**src/rtl/pipelined_cond_controller.sv**
```systemverilog
// pipelined_cond_controller
// Control unit for the 4-stage (D/E/M/W) ARM-subset datapath. Decode is
// combinational in D; control is registered into E, M and W. Condition
// codes are evaluated in E against the architectural flag register, and a
// failed condition suppresses every write the instruction would make.
//
// Ports
//   clk, reset        rising-edge clock, synchronous active-high reset
//   Op, Funct, Rd     instruction fields in D
//   Cond              condition field in D
//   ALUFlags          {N,Z,C,V} produced by the ALU for the instruction in E
//   FlushE            inserts a bubble into E at the next edge
//   RegSrcD, ImmSrcD  register-read and immediate-extend selects (D)
//   LinkD, UndefD     BL write-to-R14 and undefined-opcode indications (D)
//   ALUControlE, ALUSrcE, MemToRegE, BranchTakenE, CondExE   E-stage control
//   FlagsQ            architectural {N,Z,C,V}
//   RegWriteM, MemWriteM, MemToRegM                          M-stage control
//   RegWriteW, MemToRegW, PCSrcW                             W-stage control

module pipelined_cond_controller #(
    parameter int ALUCTRL_W    = 4,
    parameter bit EARLY_BRANCH = 1'b1,
    parameter bit LINK_ENABLE  = 1'b1
) (
    input  logic                 clk,
    input  logic                 reset,
    input  logic [1:0]           Op,
    input  logic [5:0]           Funct,
    input  logic [3:0]           Rd,
    input  logic [3:0]           Cond,
    input  logic [3:0]           ALUFlags,
    input  logic                 FlushE,
    output logic [1:0]           RegSrcD,
    output logic [1:0]           ImmSrcD,
    output logic                 LinkD,
    output logic                 UndefD,
    output logic [ALUCTRL_W-1:0] ALUControlE,
    output logic                 ALUSrcE,
    output logic                 MemToRegE,
    output logic                 BranchTakenE,
    output logic                 CondExE,
    output logic [3:0]           FlagsQ,
    output logic                 RegWriteM,
    output logic                 MemWriteM,
    output logic                 MemToRegM,
    output logic                 RegWriteW,
    output logic                 MemToRegW,
    output logic                 PCSrcW
);

    localparam logic [3:0] ALU_AND = 4'b0000;
    localparam logic [3:0] ALU_EOR = 4'b0001;
    localparam logic [3:0] ALU_SUB = 4'b0010;
    localparam logic [3:0] ALU_ADD = 4'b0100;

    // ---------------- D: decode ----------------
    logic [3:0] cmd;
    logic       isTest;
    logic       isArith;
    logic       nzWrite;

    logic       regWriteD;
    logic       memWriteD;
    logic       memToRegD;
    logic       branchD;
    logic       aluSrcD;
    logic [3:0] aluCtrlD;
    logic [1:0] flagWriteD;
    logic       pcsD;

    assign cmd     = Funct[4:1];
    // TST/TEQ/CMP/CMN: flags only, no register result
    assign isTest  = (cmd[3:2] == 2'b10);
    assign isArith = ((cmd >= 4'd2) && (cmd <= 4'd7)) || (cmd == 4'd10) || (cmd == 4'd11);
    assign nzWrite = Funct[0] | isTest;

    always_comb begin
        regWriteD  = 1'b0;
        memWriteD  = 1'b0;
        memToRegD  = 1'b0;
        branchD    = 1'b0;
        aluSrcD    = 1'b0;
        aluCtrlD   = ALU_AND;
        flagWriteD = 2'b00;
        RegSrcD    = 2'b00;
        ImmSrcD    = 2'b00;
        LinkD      = 1'b0;
        UndefD     = 1'b0;
        case (Op)
            2'b00: begin
                aluSrcD    = Funct[5];
                regWriteD  = ~isTest;
                flagWriteD = {nzWrite, nzWrite & isArith};
                case (cmd)
                    4'b1000: aluCtrlD = ALU_AND;
                    4'b1001: aluCtrlD = ALU_EOR;
                    4'b1010: aluCtrlD = ALU_SUB;
                    4'b1011: aluCtrlD = ALU_ADD;
                    default: aluCtrlD = cmd;
                endcase
            end
            2'b01: begin
                regWriteD = Funct[0];
                memWriteD = ~Funct[0];
                memToRegD = Funct[0];
                aluSrcD   = ~Funct[5];
                aluCtrlD  = Funct[3] ? ALU_ADD : ALU_SUB;
                ImmSrcD   = 2'b01;
                RegSrcD   = 2'b10;
            end
            2'b10: begin
                branchD   = 1'b1;
                aluSrcD   = 1'b1;
                aluCtrlD  = ALU_ADD;
                ImmSrcD   = 2'b10;
                RegSrcD   = 2'b01;
                LinkD     = LINK_ENABLE & Funct[4];
                regWriteD = LINK_ENABLE & Funct[4];
            end
            default: begin
                UndefD = 1'b1;
            end
        endcase
    end

    // A BL writes R14, never the PC, even if Rd happens to decode as 15.
    // With late resolution every branch redirects through the W-stage PC write.
    assign pcsD = (regWriteD & (Rd == 4'd15) & ~LinkD) | (branchD & ~EARLY_BRANCH);

    // ---------------- E: registered control ----------------
    logic       regWriteE;
    logic       memWriteE;
    logic       branchE;
    logic [1:0] flagWriteE;
    logic       pcsE;
    logic [3:0] condE;

    always_ff @(posedge clk) begin
        if (reset) begin
            regWriteE   <= 1'b0;
            memWriteE   <= 1'b0;
            MemToRegE   <= 1'b0;
            branchE     <= 1'b0;
            flagWriteE  <= 2'b00;
            pcsE        <= 1'b0;
            ALUControlE <= '0;
            ALUSrcE     <= 1'b0;
            condE       <= 4'b0000;
        end else begin
            if (FlushE) begin
                regWriteE  <= 1'b0;
                memWriteE  <= 1'b0;
                MemToRegE  <= 1'b0;
                branchE    <= 1'b0;
                flagWriteE <= 2'b00;
                pcsE       <= 1'b0;
            end else begin
                regWriteE  <= regWriteD;
                memWriteE  <= memWriteD;
                MemToRegE  <= memToRegD;
                branchE    <= branchD;
                flagWriteE <= flagWriteD;
                pcsE       <= pcsD;
            end
            // Datapath selects of a bubble are harmless: its writes are all zero.
            ALUControlE <= ALUCTRL_W'(aluCtrlD);
            ALUSrcE     <= aluSrcD;
            condE       <= Cond;
        end
    end

    // Condition check against the architectural flags
    logic flagN, flagZ, flagC, flagV;
    assign {flagN, flagZ, flagC, flagV} = FlagsQ;

    always_comb begin
        CondExE = 1'b0;
        case (condE)
            4'b0000: CondExE = flagZ;
            4'b0001: CondExE = ~flagZ;
            4'b0010: CondExE = flagC;
            4'b0011: CondExE = ~flagC;
            4'b0100: CondExE = flagN;
            4'b0101: CondExE = ~flagN;
            4'b0110: CondExE = flagV;
            4'b0111: CondExE = ~flagV;
            4'b1000: CondExE = flagC & ~flagZ;
            4'b1001: CondExE = ~flagC | flagZ;
            4'b1010: CondExE = (flagN == flagV);
            4'b1011: CondExE = (flagN != flagV);
            4'b1100: CondExE = ~flagZ & (flagN == flagV);
            4'b1101: CondExE = flagZ | (flagN != flagV);
            4'b1110: CondExE = 1'b1;
            default: CondExE = 1'b0;
        endcase
    end

    assign BranchTakenE = branchE & CondExE & EARLY_BRANCH;

    // Flags update at the edge ending E, so the following instruction sees
    // them directly in its own E cycle.
    always_ff @(posedge clk) begin
        if (reset) begin
            FlagsQ <= 4'b0000;
        end else begin
            if (flagWriteE[1] & CondExE) FlagsQ[3:2] <= ALUFlags[3:2];
            if (flagWriteE[0] & CondExE) FlagsQ[1:0] <= ALUFlags[1:0];
        end
    end

    // ---------------- M and W ----------------
    logic pcSrcM;

    always_ff @(posedge clk) begin
        if (reset) begin
            RegWriteM <= 1'b0;
            MemWriteM <= 1'b0;
            MemToRegM <= 1'b0;
            pcSrcM    <= 1'b0;
            RegWriteW <= 1'b0;
            MemToRegW <= 1'b0;
            PCSrcW    <= 1'b0;
        end else begin
            RegWriteM <= regWriteE & CondExE;
            MemWriteM <= memWriteE & CondExE;
            MemToRegM <= MemToRegE;
            pcSrcM    <= pcsE & CondExE;
            RegWriteW <= RegWriteM;
            MemToRegW <= MemToRegM;
            PCSrcW    <= pcSrcM;
        end
    end

endmodule

```
**config.mk**
```make
export PLATFORM = sky130hd
export DESIGN_NAME = pipelined_cond_controller
export DESIGN_NICKNAME = d
export VERILOG_FILES = /design/src/rtl/pipelined_cond_controller.sv
export SDC_FILE = /design/constraint.sdc
export NUM_CORES = 1
export LEC_CHECK = 0
export BUFFER_PORTS_ARGS = -buffer_cell sky130_fd_sc_hd__buf_4
export CAP_MARGIN = 10
export CORE_ASPECT_RATIO = 1.4
export CORE_MARGIN = 4
export CORE_UTILIZATION = 50
export DETAILED_ROUTE_END_ITERATION = 8
export PLACE_DENSITY = 0.92
export SLEW_MARGIN = 40
export SYNTH_ARGS = -nofsm -noshare
export SYNTH_HDL_FRONTEND = slang
export SYNTH_SLANG_ARGS = --single-unit
```
**constraint.sdc**
```tcl
create_clock -name clk -period 2.9 [get_ports clk]
set_input_delay 0.145 -clock clk [delete_from_list [all_inputs] [get_ports clk]]
set_output_delay 0.145 -clock clk [all_outputs]
set_load 0.05 [all_outputs]
```
==> run metrics, run 1 <==
status=completed; DPL Wire Length=1990 um; multi-input combinational cell area=549 um^2; most common flop cell mapped by yosys=dfxtp_1; post-synthesis net count=146; Int Pwr=0.489 mW; H-tree levels=1; Final Util=70.2%; DRC errors left=0; number of synthesized flops with an enable pin=0; Vias/cell=between 5 and 6; final worst-path cycle share=77.3%; Fin Clk Skew=0.00682 ns; post-synthesis cell type count=33; post-synthesis sequential area ratio=roughly 48%; CTS Buffer Depth=2; CTS buffer count=3; Clock Power Share=22.7%; RePlAce Congestion=0.844; Clock Latency Late Sink=0.31 ns; YS warnings=0; switching part of the total power=27.8%; FF+latch area=541 um^2; r2r endpoint=FlagsQ[1]; Worst slew margin=69.7%; CP Class=reg2out; Setup TNS=0 ns; HP Class=in2reg; final setup violation count=0; Vias=1037; Synth Register Bits=27; WP data arrival=~2.1 ns; share of cells above drive strength 1=~29%; critical path capture point=BranchTakenE; reg2reg start=condE[1]; total power=about 0.68 mW; Final Hold Fails=0; Port-buffer cells=46; combinational fraction of design power=around 20%; Core ar.=roughly 2200 um^2; Filler Cell Count=170; maxcap violations=0; Tightest Pin Transition=0.452 ns; CTS sink count=27; vias in the first global route=a little over 1k; Post-Syn Area=roughly 1100 um^2; Die Wd=~48 um; post-synth top area cell=dfxtp_1; CP max FO=8; synthesized area per cell=9.23 um^2; CTS root buf=clkbuf_4; Psw=approximately 0.19 mW; LEAKAGE=0.671 nW; fmax=about 450 MHz; clock transition time at the flip-flop clock pins of the worst setup and hold paths=0.13 ns; Iter 0 DRT Violations=18; fin. max-slew vios=0; TritonCTS clock tree=done; Critical Path Source Type=register; most common library cells after synthesis=dfxtp_1 (27), nor2_1 (15), nand2b_1 (11), nor2b_1 (10), mux2i_1 (6); Tmin final=2.24 ns; worst-case reg-to-reg path depth=5; CP Capture Type=output pin; post-route ant nets=0; Post-synth ARST share=0%; total track usage=17.8%; CP Launch Point=condE[1]; Sequential Power Share=57.2%; largest net degree at the start of global routing=26; top-area cell type share of the netlist area=47.6%; R2R Setup Slk=1.11 ns; Finished Layout Cells=192; row count=20; initial core utilization=52.1%; IO Pins=47; synth-to-layout area growth=34.6%; drt first pass iters=4; first-pass GRT wire length=4050 um; dominant cells by area after synthesis=dfxtp_1 (48%), nand2b_1 (6.1%), nor2b_1 (5.5%), mux2i_1 (5.3%), nor2_1 (5.0%); PD cells=444 nW/um^2; Placed Area=1480 um^2; RSZ-0062 raised after global routing=false; maximum vdd drop=0.000280 V; DIE AREA=3110 um^2; gr ovfl total=0; Worst EP required=2.76 ns; Wirelength per Cell=13.2 um; fin area=1530 um^2; DRT Wirelength=2540 um; placed instance count=186; die height=64.4 um; ant diodes=0; initial antenna violation count=0; fin nets=approximately 190; Mapped Cells=123; count leader, synth=dfxtp_1
[power by group through the flow]
stage          logic [mW]  clock network [mW]  registers, mW
5_1_grt             0.146               0.172          0.389
6_report            0.136               0.154          0.388
2_1_floorplan      0.0673                   0          0.411
4_1_cts             0.136               0.159          0.388
3_5_place_dp        0.134                   0          0.396
3_3_place_gp        0.130                   0          0.395
[worst min path at each step]
stage	startpoint	end	slack, ns	depth (start not counted)
final	Op[0]	ALUControlE[3]	0.02	2
after global routing	Op[0]	ALUControlE[3]	0.003	2
after CTS	Op[0]	ALUControlE[3]	0.008	2
after detailed placement	Funct[0]	memWriteE	0.34	2
after global placement	Funct[0]	memWriteE	0.34	2
after floorplan	Funct[0]	memWriteE	0.22	1
[registers in the layout (all words and copies together), names as in the netlist]
signal       cells
RegWriteM        1
pcsE             1
MemToRegM        1
pcSrcM           1
flagWriteE       2
MemWriteM        1
regWriteE        1
RegWriteW        1
branchE          1
ALUControlE      4
ALUSrcE          1
memWriteE        1
PCSrcW           1
FlagsQ           4
condE            4
MemToRegW        1
MemToRegE        1
[layout make-up]
type | count | share of cell area (%)
Multi-Input combinational cell | 86 | 36.0
Sequential cell | 27 | 35.4
Timing Repair Buffer | 48 | 23.9
Tap cell | 22 | 1.80
Clock buffer | 4 | 1.72
Inverter | 5 | 1.23
[stage by stage]
stage | setup WS [ns] | hold WS, ns
6_report | 0.660 | 0.0189
5_1_grt | 0.513 | 0.00326
4_1_cts | 0.664 | 0.00809
3_5_place_dp | 1.04 | 0.341
3_3_place_gp | 1.13 | 0.341
2_1_floorplan | 0.526 | 0.217
[per-layer routing]
layer | track usage, % | vias to the layer above | wire length, um
li1 | - | 509 | -
met1 | 17.7 | 475 | 902
met2 | 31.7 | 45 | 1360
met3 | 3.38 | 8 | 213
met4 | 9.43 | 0 | 62
met5 | 0 | - | 0
[cells by family (layout without fill, tap and decap cells)]
| group | after synthesis | after routing | synth area share (%) |
|---|---|---|---|
| DFF | 27 | 27 | 47.6 |
| and+or+nand+nor | 56 | 56 | 27.1 |
| muxes | 7 | 7 | 6.28 |
| AOI/OAI and AO/OA | 19 | 19 | 10.7 |
| xor gates and xnor gates | 4 | 4 | 4.30 |
| buffers and inverters | 10 | 57 | 3.97 |
[critical path, cell delays in order (launching register included)]
cell,delay [ns]
dfxtp_1,0.50
mux2_2,0.38
o221ai_1,0.26
o21ai_1,0.11
o21a_1,0.17
nor2b_1,0.15
buf_4,0.22
[timing repair]
item	CTS	global route
hold endpoints to repair	2	0
setup buffers	0	0
hold buffers	2	0
gates resized for setup	0	0
[cell usage in the layout, fill, tap and decap left out, types with 3 or more instances in the layout]
cell type and count:
a21oi_1 5, and3_1 3, buf_4 46, clkbuf_4 3, dfxtp_1 27, inv_1 4, mux2i_1 6, nand2_1 4
nand2b_1 11, nor2_1 15, nor2b_1 10, nor3b_1 4, o21ai_1 3
Power figures use the tool's default switching activity.
==> run 2, diff against run 1 <==
--- a/config.mk
+++ b/config.mk
@@ -9,9 +9,9 @@
 export CAP_MARGIN = 10
 export CORE_ASPECT_RATIO = 1.4
 export CORE_MARGIN = 4
-export CORE_UTILIZATION = 50
+export CORE_UTILIZATION = 42
 export DETAILED_ROUTE_END_ITERATION = 8
-export PLACE_DENSITY = 0.92
+export PLACE_DENSITY = 0.83
 export SLEW_MARGIN = 40
 export SYNTH_ARGS = -nofsm -noshare
 export SYNTH_HDL_FRONTEND = slang
==> constraint.sdc (replaced) <==
create_clock -name clk -period 1.9 [get_ports clk]
set_input_delay 0.095 -clock clk [delete_from_list [all_inputs] [get_ports clk]]
set_output_delay 0.095 -clock clk [all_outputs]
set_load 0.05 [all_outputs]
==> run 2 against run 1 <==
The flow now finishes with violations (negative setup slack). Highest routed layer unchanged. Non-clock buffer count rose by 9. Critical path depth did not move. Cell count is 12% higher. Utilization fell by 6.4 points. Register-to-register slack got worse by 0.85 ns. Power rose by 54%. Clock power is 45% higher. Setup slack worse by 0.71 ns. Count of clock-buffer cells in the layout unchanged. Routed wire length grew 0.99%. Design area is 9.1% higher.
==> run metrics, run 2 (same netlist as run 1, synthesis figures left out) <==
Wirelength per Cell=11.9 um (-9.8%); post-route ant nets=0 (unchanged); CTS sink count=27 (unchanged); vias in the first global route=1041 (+3.2%); placed instance count=202 (+8.6%); TritonCTS clock tree=done; Critical Path Source Type=register; initial antenna violation count=0 (unchanged); Tmin final=1.96 ns; DRT Wirelength=2560 um (+0.99%); fin. max-slew vios=0 (unchanged); H-tree levels=1 (unchanged); Core ar.=2620 um^2 (+20%); Filler Cell Count=221 (+30%); Vias=1038 (+0.096%); Finished Layout Cells=215 (+12%); Die Wd=51.9 um (+7.6%); final worst-path cycle share=103%; DRC errors left=0 (unchanged); critical-path cell list=xnor3_1 > a31o_1 > o21ai_1 > o21a_2 > nor2b_4 > buf_6; ant diodes=0 (unchanged); multi-input combinational cell area=579 um^2 (+5.5%); status=finished with violations; total track usage=14.4% (-3.4 points); Placed Area=1530 um^2 (+3.0%); final hold slack=0.0107 ns (-0.00819 ns); maxcap violations=0 (unchanged); Fin Clk Skew=0.00376 ns (-0.00306 ns); maximum vdd drop=0.000603 V (+120%); RePlAce Congestion=0.938 (+11%); Clock Latency Late Sink=0.30 ns (about the same); Slowest cell on crit path=dfxtp_4; max incr delay on CP=0.40 ns (-0.10 ns); HP Class=in2reg; fmax=511 MHz; failing checks=negative setup slack; largest net degree at the start of global routing=26 (unchanged); fin area=1670 um^2 (+9.1%); DPL Wire Length=2050 um (+2.7%); CP Launch Point=FlagsQ[0]; PD cells=626 nW/um^2 (+41%); IO Pins=47 (unchanged); Final Hold Fails=0 (unchanged); fin nets=203 (+4.6%); first-pass GRT wire length=4150 um (+2.5%); hold path start=Cond[0]; Tightest Pin Transition=0.297 ns (-0.155 ns); CTS Buffer Depth=2 (unchanged); die height=69.5 um (+8.0%); drt first pass iters=4 (unchanged); DIE AREA=3610 um^2 (+16%); FF+latch area=552 um^2 (+2.1%); share of cells above drive strength 1=38.0% (+8.6 points); CP Capture Type=output pin; clock transition time at the flip-flop clock pins of the worst setup and hold paths=0.12 ns (about the same); LEAKAGE=0.725 nW (+8.0%); CP max FO=6 (-2); WP data arrival=1.86 ns (-0.24 ns); Iter 0 DRT Violations=4 (-14); commonest non-fill, non-tap cell in the layout=buf_4; Largest regs=ALUControlE: 4 flops, FlagsQ: 4 flops, condE: 4 flops; row count=22 (+10%); Worst EP required=1.80 ns (-0.96 ns); CTS root buf=clkbuf_4; Worst slew margin=80.1% (+10 points); Vias/cell=4.83 (-11%); CTS buffer count=3 (unchanged); Placement Setup Slack=0.115 ns (-0.922 ns); final setup violation count=2 (+2); CP Class=reg2out; total power=1.04 mW (+54%); reg2reg start=FlagsQ[0]; Port-buffer cells=46 (unchanged); RSZ-0062 raised after global routing=true; post-route setup slack=-0.0550 ns (-0.715 ns); commonest cells after routing, fill and taps aside=buf_4 (51), dfxtp_1 (22), nor2_1 (15); initial core utilization=43.4% (-8.7 points); synth-to-layout area growth=46.9%; gr ovfl total=0 (unchanged)
-- run 2: repair_timing --
action | CTS | global route
resized for setup | 7 | 4
endpoints found under the hold margin | 4 | 0
hold buffers | 4 | 0
pin swaps | 1 | 1
buffers inserted | 3 | 2
setup endpoints to repair | 2 | 2
-- run 2: final timing paths --
path             endpoint  slack (ns)  depth (start not counted)
max          BranchTakenE       -0.06                          6
min              condE[0]        0.01                          2
max reg2reg     RegWriteM        0.26                          6
min reg2reg        PCSrcW        0.45                          1
-- run 2: critical path: cells and delay by family, from the launching register on --
kind / cells / cell delay (ns)
AND/OR/NAND/NOR: 1 / 0.05
XOR/XNOR: 1 / 0.39
AO/OA/AOI/OAI: 3 / 0.58
flip-flops: 1 / 0.40
buffers and inverters: 1 / 0.14
-- run 2: layout make-up --
type | instances | area share, %
multi-input combinational | 86 | 34.8
sequential | 27 | 33.1
timing repair buffer | 57 | 26.7
tap | 36 | 2.70
clock buffer | 4 | 1.58
inverter | 5 | 1.13
-- run 2: per-layer routing --
metal / global-route usage, % / up-vias / wire [um]
met1: 12.6 / 476 / 857
li1: - / 529 / -
met5: 0 / - / 0
met2: 29.5 / 29 / 1510
met3: 2.80 / 4 / 163
met4: 5.25 / 0 / 35
-- run 2: per-stage QoR --
step / setup TNS [ns] / utilization (%)
2_1_floorplan: 0 / -
3_3_place_gp: 0 / 58.3
3_5_place_dp: 0 / 58.3
4_1_cts: -0.174 / 62.6
5_1_grt: -0.318 / 63.7
6_report: -0.102 / 63.7
-- run 2: power by group --
group	internal, mW	total [mW]	switching [mW]	leakage [nW]
registers	0.579	0.589	0.00967	0.223
clock network	0.0817	0.223	0.141	0.0150
logic	0.100	0.232	0.132	0.487
==> run 3, diff against run 2 <==
--- a/config.mk
+++ b/config.mk
@@ -11,7 +11,8 @@
 export CORE_MARGIN = 4
 export CORE_UTILIZATION = 42
 export DETAILED_ROUTE_END_ITERATION = 8
-export PLACE_DENSITY = 0.83
+export PLACE_DENSITY = 0.8
+export SETUP_SLACK_MARGIN = 0.15
 export SLEW_MARGIN = 40
 export SYNTH_ARGS = -nofsm -noshare
 export SYNTH_HDL_FRONTEND = slang
==> run 3 against run 2 <==
The flow still finishes with violations (negative setup slack). Cell count is 2.3% higher. Clock power increased by 9.9%. Critical path depth is the same.
==> run metrics, run 3 (same netlist as run 1, synthesis figures left out) <==
initial antenna violation count=0 (unchanged); met1 GRT Util=16.2% (+3.5 points); first-pass GRT wire length=4760 um (+15%); Final Util=67.7% (+3.9 points); die height=69.5 um (unchanged); RSZ-0062 raised after global routing=true; gr ovfl total=0 (unchanged); synth-to-layout area growth=55.9%; PD cells=614 nW/um^2 (-2.0%); Critical Path Source Type=register; Tmin final=2.05 ns (+0.0927 ns); Fin Clk Skew=0.00820 ns (+0.00444 ns); Final Hold Fails=0 (unchanged); Vias=1093 (+5.3%); DPL Wire Length=2010 um (-1.9%); fin area=1770 um^2 (+6.2%); initial core utilization=43.4% (unchanged); maximum vdd drop=0.000405 V (-33%); final worst-path cycle share=108% (+4.9 points); CTS Buffer Depth=2 (unchanged); GR peak layer=met2; Worst slew margin=76.5% (-3.6 points); IO Pins=47 (unchanged); placed instance count=202 (unchanged); clock transition time at the flip-flop clock pins of the worst setup and hold paths=0.14 ns (+0.02 ns); CTS root buf=clkbuf_4; ant diodes=0 (unchanged); WP buf/inv=2 (+1); R2R Setup Slk=0.14 ns (-0.12 ns); HP Class=in2reg; DRC errors left=0 (unchanged); Setup TNS=-0.254 ns (-0.153 ns); reg2reg start=FlagsQ[2]; fin nets=208 (+2.5%); Filler Cell Count=223 (+0.90%); LEAKAGE=0.757 nW (+4.5%); hold path start=Rd[0]; commonest non-fill, non-tap cell in the layout=buf_4; row count=22 (unchanged); critical-path cell list=or3b_4 > o311ai_2 > mux2i_1 > o21a_4 > clkinvlp_4 > buf_6; Slowest cell on crit path=or3b_4; vias in the first global route=1139 (+9.4%); DRT Wirelength=2910 um (+14%); DIE AREA=3610 um^2 (unchanged); Die Wd=51.9 um (unchanged); Port-buffer cells=46 (unchanged); CP Class=reg2out; Clock Latency Late Sink=0.33 ns (+0.03 ns); Tightest Pin Transition=0.351 ns (+0.0541 ns); Core ar.=2620 um^2 (unchanged); fmax=488 MHz (-4.5%); RePlAce Congestion=0.882 (-6.0%); CP max FO=4 (-2); Iter 0 DRT Violations=20 (+16); met2 Resource Use GR=32.0% (+2.5 points); CTS sink count=27 (unchanged); fin. max-slew vios=0 (unchanged); WP data arrival=1.95 ns (+0.09 ns); TritonCTS clock tree=done; maxcap violations=0 (unchanged); drt first pass iters=4 (unchanged); largest net degree at the start of global routing=26 (unchanged); CP Capture Type=output pin; status=finished with violations; Worst EP required=1.80 ns (about the same); CP top delay family=simple AND/OR/NAND/NOR gates; Largest regs=ALUControlE: 4 flops, FlagsQ: 4 flops, condE: 4 flops; CP Launch Point=FlagsQ[2]; share of cells above drive strength 1=40.8% (+2.8 points); Wirelength per Cell=13.2 um (+11%); post-route setup slack=-0.148 ns (-0.0927 ns); total track usage=16.8% (+2.4 points); commonest cells after routing, fill and taps aside=buf_4 (51), dfxtp_1 (21), nor2_1 (14); max incr delay on CP=0.39 ns (about the same); Vias/cell=4.97 (+2.9%); failing checks=negative setup slack; CTS buffer count=3 (unchanged); met3 usage in global routing=4.09% (+1.3 points); final setup violation count=2 (unchanged); H-tree levels=1 (unchanged); post-route ant nets=0 (unchanged); Finished Layout Cells=220 (+2.3%); Placed Area=1540 um^2 (+1.1%)
-- run 3: cell types whose count changed in the layout (fill, tap and decap cells not counted), sizes merged --
cell	before	now
dlygate4sd3	4	9
clkbuf	4	3
clkinvlp	0	1
clkinv	1	2
inv	4	3
-- run 3: metrics by stage --
step / hold WS [ns] / setup WS (ns) / total power, mW
4_1_cts: 0.0155 / -0.168 / 1.07
3_3_place_gp: 0.291 / 0.154 / 0.808
6_report: 0.0138 / -0.148 / 1.09
3_5_place_dp: 0.290 / 0.114 / 0.812
2_1_floorplan: 0.167 / 0.138 / 0.732
5_1_grt: 0.00973 / -0.198 / 1.14
-- run 3: power by group --
part           switching (mW)  leakage, nW  internal [mW]  total (mW)
logic                   0.142        0.516          0.114       0.256
clock network           0.166       0.0177         0.0790       0.245
registers             0.00892        0.224          0.576       0.585
-- run 3: worst reg2reg max path: stages (launching register included) --
cell and delay, ns:
dfxtp_4 0.37, or3b_4 0.39, o311ai_2 0.10, mux2i_1 0.32, buf_4 0.15, buf_4 0.13
o21ai_4 0.06, mux2i_1 0.13
-- run 3: layout make-up --
type                    instances  area, um^2  share of cell area (%)
flip-flops and latches         27         558                    31.5
well taps                      36        45.0                    2.55
inverters                       5        22.5                    1.27
clock inverters                 1        5.00                   0.283
clock buffers                   3        22.5                    1.27
multi-input cells              86         617                    34.9
repair buffers                 62         499                    28.2
-- run 3: routing by layer --
metal  vias up  wire length, um
met4         0               91
met1       505              982
met5         -                0
met2        38             1640
li1        539                -
met3        11              196
-- run 3: path summary, 6_finish.rpt --
check                   end  depth (start not counted)
hold / removal         pcsE                          3
setup / recovery    CondExE                          6
setup reg to reg  FlagsQ[1]                          7
hold reg to reg      PCSrcW                          1
-- run 3: repair_timing --
item	in CTS	in global routing
endpoints found under the hold margin	8	0
setup buffers	3	2
pin swaps	1	3
gates resized for setup	4	12
setup endpoints to repair	2	9
hold buffers	9	0
